===== config.mk =====
export PLATFORM = sky130hd
export DESIGN_NAME = spi_master_mm
export DESIGN_NICKNAME = d
export VERILOG_FILES = /design/src/rtl/spi_master_mm.sv
export SDC_FILE = /design/constraint.sdc
export NUM_CORES = 1
export LEC_CHECK = 0
export ABC_AREA = 1
export CAP_MARGIN = 5
export CORE_ASPECT_RATIO = 0.5
export CORE_MARGIN = 1.5
export CORE_UTILIZATION = 30
export CTS_CLUSTER_DIAMETER = 100
export CTS_CLUSTER_SIZE = 40
export DETAILED_ROUTE_END_ITERATION = 6
export PLACE_DENSITY_LB_ADDON = 0.25
export SYNTH_ARGS = -nofsm -noshare
export SYNTH_HDL_FRONTEND = slang
export SYNTH_SLANG_ARGS = --single-unit

===== constraint.sdc =====
create_clock -name clk -period 4 [get_ports clk]
set_clock_uncertainty 0.1 [all_clocks]
set_input_delay 0.4 -clock clk [delete_from_list [all_inputs] [get_ports clk]]
set_output_delay 0.4 -clock clk [all_outputs]
set_load 0.005 [all_outputs]

===== src/rtl/spi_master_mm.sv =====
// Memory-mapped SPI master (mode 0, MSB first) with a one-entry TX holding
// register, an RX register with overrun flag and a level receive interrupt.
module spi_master_mm #(
  parameter logic [7:0] DIV_RESET = 8'd3
) (
  input  logic        clk,
  input  logic        reset,
  input  logic        select,
  input  logic [3:0]  wstrb,
  input  logic [4:0]  addr,
  input  logic [31:0] data_i,
  output logic        ready,
  output logic [31:0] data_o,
  output logic        sclk,
  output logic        mosi,
  input  logic        miso,
  output logic        cs_n,
  output logic        irq,
  output logic        dbg_state_o
);

  typedef enum logic {S_IDLE = 1'b0, S_SHIFT = 1'b1} state_e;

  state_e      state_q, state_d;
  logic        ready_q, ready_d, served_q, served_d;
  logic [31:0] data_q, data_d;
  logic        en_q, en_d, irq_en_q, irq_en_d, cs_q, cs_d;
  logic [7:0]  div_q, div_d, div_lat_q, div_lat_d, cnt_q, cnt_d;
  logic [7:0]  hold_q, hold_d, shift_q, shift_d, rx_q, rx_d;
  logic        tx_full_q, tx_full_d, rx_valid_q, rx_valid_d, rx_ovr_q, rx_ovr_d;
  logic [3:0]  half_q, half_d;
  logic        sclk_q, sclk_d, mosi_q, mosi_d;

  logic        access, wr, rd, rd_rx;
  logic [2:0]  widx;
  logic        unused_bits;

  // Bus handshake: an access is taken on the first cycle select is seen with
  // no access outstanding; ready pulses once and stays low until select drops.
  assign access = select & ~served_q;
  assign wr     = access & (wstrb != 4'b0000);
  assign rd     = access & (wstrb == 4'b0000);
  assign widx   = addr[4:2];
  assign rd_rx  = rd & (widx == 3'd3);
  assign unused_bits = ^{data_i[31:16], addr[1:0]};

  always_comb begin
    state_d    = state_q;
    ready_d    = access;
    served_d   = select & (served_q | access);
    data_d     = 32'd0;
    en_d       = en_q;
    irq_en_d   = irq_en_q;
    cs_d       = cs_q;
    div_d      = div_q;
    div_lat_d  = div_lat_q;
    cnt_d      = cnt_q;
    hold_d     = hold_q;
    shift_d    = shift_q;
    rx_d       = rx_q;
    tx_full_d  = tx_full_q;
    rx_valid_d = rx_valid_q;
    rx_ovr_d   = rx_ovr_q;
    half_d     = half_q;
    sclk_d     = sclk_q;
    mosi_d     = mosi_q;

    if (rd) begin
      case (widx)
        3'd0:    data_d = {16'd0, div_q, 6'd0, irq_en_q, en_q};
        3'd1:    data_d = {28'd0, rx_ovr_q, rx_valid_q, tx_full_q, state_q == S_SHIFT};
        3'd3:    data_d = {24'd0, rx_q};
        3'd4:    data_d = {31'd0, cs_q};
        default: data_d = 32'd0;
      endcase
    end

    if (wr && widx == 3'd0) begin
      if (wstrb[0]) {irq_en_d, en_d} = data_i[1:0];
      if (wstrb[1]) div_d = data_i[15:8];
    end
    if (wr && widx == 3'd4 && wstrb[0]) cs_d = data_i[0];
    if (wr && widx == 3'd2 && wstrb[0] && !tx_full_q && en_q) begin
      hold_d    = data_i[7:0];
      tx_full_d = 1'b1;
    end
    if (wr && widx == 3'd1 && wstrb[0] && data_i[3]) rx_ovr_d = 1'b0;
    if (rd_rx) rx_valid_d = 1'b0;

    case (state_q)
      S_IDLE: begin
        if (en_q && tx_full_q) begin
          shift_d   = hold_q;
          tx_full_d = 1'b0;
          mosi_d    = hold_q[7];
          div_lat_d = div_q;
          cnt_d     = 8'd0;
          half_d    = 4'd0;
          sclk_d    = 1'b0;
          state_d   = S_SHIFT;
        end
      end
      S_SHIFT: begin
        if (!en_q) begin
          sclk_d  = 1'b0;
          state_d = S_IDLE;
        end else if (cnt_q == div_lat_q) begin
          cnt_d  = 8'd0;
          half_d = half_q + 4'd1;
          sclk_d = ~sclk_q;
          if (!sclk_q) begin
            shift_d = {shift_q[6:0], miso};
          end else if (half_q == 4'd15) begin
            // A completing byte beats a same-cycle RXDATA read: no overrun.
            rx_d       = shift_q;
            rx_valid_d = 1'b1;
            if (rx_valid_q && !rd_rx) rx_ovr_d = 1'b1;
            state_d    = S_IDLE;
          end else begin
            mosi_d = shift_q[7];
          end
        end else begin
          cnt_d = cnt_q + 8'd1;
        end
      end
      default: state_d = S_IDLE;
    endcase

    if (!en_q) tx_full_d = 1'b0;
  end

  always_ff @(posedge clk) begin
    if (reset) begin
      state_q    <= S_IDLE;
      ready_q    <= 1'b0;
      served_q   <= 1'b0;
      data_q     <= 32'd0;
      en_q       <= 1'b0;
      irq_en_q   <= 1'b0;
      cs_q       <= 1'b0;
      div_q      <= DIV_RESET;
      div_lat_q  <= DIV_RESET;
      cnt_q      <= 8'd0;
      hold_q     <= 8'd0;
      shift_q    <= 8'd0;
      rx_q       <= 8'd0;
      tx_full_q  <= 1'b0;
      rx_valid_q <= 1'b0;
      rx_ovr_q   <= 1'b0;
      half_q     <= 4'd0;
      sclk_q     <= 1'b0;
      mosi_q     <= 1'b0;
    end else begin
      state_q    <= state_d;
      ready_q    <= ready_d;
      served_q   <= served_d;
      data_q     <= data_d;
      en_q       <= en_d;
      irq_en_q   <= irq_en_d;
      cs_q       <= cs_d;
      div_q      <= div_d;
      div_lat_q  <= div_lat_d;
      cnt_q      <= cnt_d;
      hold_q     <= hold_d;
      shift_q    <= shift_d;
      rx_q       <= rx_d;
      tx_full_q  <= tx_full_d;
      rx_valid_q <= rx_valid_d;
      rx_ovr_q   <= rx_ovr_d;
      half_q     <= half_d;
      sclk_q     <= sclk_d;
      mosi_q     <= mosi_d;
    end
  end

  assign ready       = ready_q;
  assign data_o      = data_q;
  assign sclk        = sclk_q;
  assign mosi        = mosi_q;
  assign cs_n        = ~cs_q;
  assign irq         = rx_valid_q & irq_en_q;
  assign dbg_state_o = (state_q == S_SHIFT);

endmodule


Yosys cells after proc, flatten, opt, wreduce, memory -nomap -nowiden
Index checks and enable logic that the tools add are counted.
- $add $sub $neg: 2
- equal/unequal tests: 13
- muxes and demuxes: 46
- bitwise logic cells: 13
- reduce and logical (&&, ||, !) cells: 28
- operators with widths (cell ; number):
    $pmux W16 S4 ; 1
    $mux W8 ; 7
    $pmux W8 S2 ; 2
    $mux W1 ; 29
    $logic_and A1 B1 Y1 ; 12
    $mux W4 ; 3
    $reduce_and A2 Y1 ; 5
    $reduce_and A5 Y1 ; 2
    $add A8 B1 Y8 const B ; 1
    $eq A8 B8 Y1 ; 1
    $pmux W4 S2 ; 1
    $and A1 B1 Y1 ; 6
    $eq A3 B2 Y1 const B ; 2
    $ne A2 B1 Y1 const B ; 3
    $ne A2 B2 Y1 const B ; 3
    $not A1 Y1 ; 6
    $pmux W1 S2 ; 3
    $add A4 B1 Y4 const B ; 1
    $eq A4 B4 Y1 const B ; 1
    $logic_not A4 Y1 ; 1
    $reduce_and A4 Y1 ; 1
    $reduce_bool A4 Y1 ; 1
    $reduce_or A2 Y1 ; 2
    $eq A3 B1 Y1 const B ; 1
    6 further kinds ; 7
- register bits: 95

Depth between registers and ports, before layout
- word-level depth: 13
- gate-level depth with buffers: 12
- depth with buffers taken out: 11

Least setup slack after synthesis
No wires, ideal clock.
- path kind: input -> register
- start point: input port select
- end point: register hold_q[6]
- data arrival time: 1.283 ns
- slack: 2.497 ns
- stages on the path: 8
- cell sequence: inv_1 nor2_2 inv_1 a21oi_1 nand4_1 buf_2 o21ai_1 a21oi_1
- longest elaborated chain between the ends: 6
- ends and longest elaborated chain (element ; RTL line ; RTL):
    start: declaration ; 8 ; input logic select,
    $and A1 B1 Y1 ; 40 ; assign access = select & ~served_q;
    $and A1 B1 Y1 ; 41 ; assign wr = access & (wstrb != 4'b0000);
    $logic_and A1 B1 Y1 (4 in a row) ; 83 ; if (wr && widx == 3'd2 && wstrb[0] && !tx_full_q && en_q) begin
    end signal: assignment ; 164 ; hold_q <= hold_d;
    end: declaration ; 29 ; logic [7:0] hold_q, hold_d, shift_q, shift_d, rx_q, rx_d;
Every way passes these cells.
A chain may end at the register's enable or synchronous reset.

Worst setup path in the final report
- start point: input port select
- end point: register hold_q[1]
The elaborated chain is that of the path after synthesis.

==> flow_summary.toml <==
[finish]
fillers = 1172
diodes = 0
fin_nets = 559
area_growth_pct = 23.8
regArea_um2 = 1580
final_util = 0.386
multi_input_area_um2 = 1510
final_layout_size_suffix_gt1_frac = 0.0735

[status]
status = "complete, no violations"

[floorplanning]
num_rows = 27
start_util = 0.312
chipHeight_um = 79.1
die-area_um2 = 12300
core_um2 = 11100
die_w_um = 155
ios = 83

[grt]
grt_pass1_wl_um = 12700
antenna_found_initial = 0
grtUsageTotal = 0.131
grt_pass1_vias = 2717
grt_max_degree = 44
grt_overflow = 0

[setup_path]
critPathKind = "input port to flop"
crit_path_end = "hold_q[1]"
cp-start-kind = "input port"
r2r-end = "hold_q[1]"
cp_max_fo = 17
ff2ff_setup_slack_ns = 2.08
cp.required_ns = 4.10
worstSetupEndpointType = "flop"
reg2reg_depth = 6
critical_path_arrival_ns = 2.30
crit_start = "select"
worstReg2RegStart = "served_q"

[timing]
slew_headroom = 0.420
min_period_ns = 2.20
min_period_over_period = 0.549
worstMarginPinSlew_ns = 0.867
setup_viol = 0
setup_slack_ns = 1.80
setup_tns_ns = 0
timing.hold.ws_ns = 0.341
rsz0062_at_grt = "false"
slew_violations = 0
finalHoldViolations = 0
max_freq_mhz = 455

[logic_synthesis]
seq_area_frac_synth = 0.455
avgSynthCellArea_um2 = 7.43
ys_types = 35
ys_ff_latch = 79
synth_area_um2 = 3480
ys_warn_count = 0
syn-instance-count = 468

[clock_network]
htreeDepth = 3
clkTransAtPathRegs_ns = 0.06
cts.repair.resized = 0
cts_setup_buffers = 0
clk_latency_ns = 0.33
cts_made_buffers = 9
root_buffer = "clkbuf_16"
cts_tree = "done"
ctsHoldBuffers = 0
cts_sinks = 79
clockBufferDepth = 2

[drt]
wirelength_um = 7490
first_pass_iters = 4
wl_per_cell_um = 11.3
drt_iter0_drc = 111
remaining_drc_errors = 0
vias = 2921
route.antenna.remaining_nets = 0
routed_via_density = 4.41

[worst_hold_path]
hp-class = "flop to flop"
hp-start = "rx_q[4]"

[placed_design]
portBuffers = 48
place.gp.congestion = 0.750
place_hpwl_um = 5290
preCtsSetupSlack_ns = 1.42

[power_and_ir_drop]
p_per_area_nw_per_um2 = 390
p_leak_nw = 1.73
peakVddDrop_uv = 169

[flow_run]
cap_violations = 0
final cells by class:
type / instances / share of cell area
clock buffer: 11 / 0.0564
multi-input combinational: 311 / 0.350
sequential: 79 / 0.367
inverter: 60 / 0.0535
timing repair buffer: 51 / 0.117
clock inverter: 5 / 0.0134
tap: 145 / 0.0421
cell usage after synthesis (all sizes together):
cell type	number	area [um^2]
nand2	98	404
dfxtp	79	1580
nor2	63	254
inv	60	230
a21oi	39	195
o21ai	36	180
buf	25	183
nor3	16	96.4
nand3	14	95.1
nand4	10	62.6
clkbuf	8	30.0
xnor2	5	43.8
xor2	4	35.0
a22oi	2	15.0
ha	2	25.0
o211ai	2	15.0
a221oi	1	8.76
a31oi	1	6.26
conb	1	3.75
nor4	1	6.26
o22ai	1	6.26
worst min path at each step:
stage | to | slack (ns) | cells past startpoint
global placement | data_o[5] | 0.34 | 2
finish | data_o[4] | 0.34 | 2
CTS | data_o[4] | 0.35 | 2
detailed placement | data_o[4] | 0.33 | 2
floorplan | data_o[4] | 0.32 | 2
global route | data_o[4] | 0.37 | 2
layer usage:
layer,wire length [um],up-vias,global-route usage,part of all wire
li1,-,1542,-,-
met1,3750,1325,0.165,0.50
met2,3350,43,0.209,0.45
met3,276,11,0.0409,0.037
met4,119,0,0.0562,0.016
met5,0,-,0,0
stage by stage:
stage          total power, mW  instances  area [um^2]
6_report                  1.68        662         4310
5_1_grt                   1.74        662         4310
4_1_cts                   1.70        662         4310
3_5_place_dp             0.876        646         4010
3_3_place_gp             0.876        646         4010
2_1_floorplan            0.848        483         3530
where the power goes:
group	switching (mW)	leakage, nW	total [mW]	internal (mW)
combinational	0.0358	0.958	0.0670	0.0313
sequential	0.00156	0.637	0.791	0.790
clock	0.320	0.138	0.819	0.499
total	0.357	1.73	1.68	1.32
cell usage in the layout, fill, tap and decap left out, types with 2 or more instances in the layout:
cell type	n
a21oi_1	39
a22oi_1	2
buf_4	3
clkbuf_16	9
clkdlybuf4s50_1	48
clkinvlp_4	3
conb_1	16
dfxtp_1	79
ha_1	2
inv_1	56
inv_2	3
nand2_1	91
nand2_2	5
nand3_1	12
nand3_4	2
nand4_1	10
nor2_1	58
nor2_2	4
nor3_1	14
o211ai_1	2
o21ai_0	35
xnor2_1	5
xor2_1	4
state kept, by name (all words and copies together) (netlist names), 4 cells and up:
register / flops
cnt_q: 8
data_o: 16
div_lat_q: 8
div_q: 8
half_q: 4
hold_q: 8
rx_q: 8
shift_q: 8
logic make-up (layout without fill, tap and decap cells):
logic type,count (synthesis),in the layout,synth area share
AO/OA/AOI/OAI,82,82,0.123
XOR/XNOR,9,9,0.0227
adder cells (fa/ha/maj),2,2,0.00720
buffers and inverters,93,127,0.127
flip-flops,79,79,0.455
other,1,16,0.00108
AND/OR/NAND/NOR,202,202,0.264
critical path, stage by stage:
cell,delay (ns)
clkdlybuf4s50_1,0.47
inv_1,0.06
nor2_2,0.12
inv_1,0.07
a21oi_1,0.15
nand4_1,0.55
o21ai_0,0.42
a21oi_1,0.06
Power figures use the tool's default switching activity.
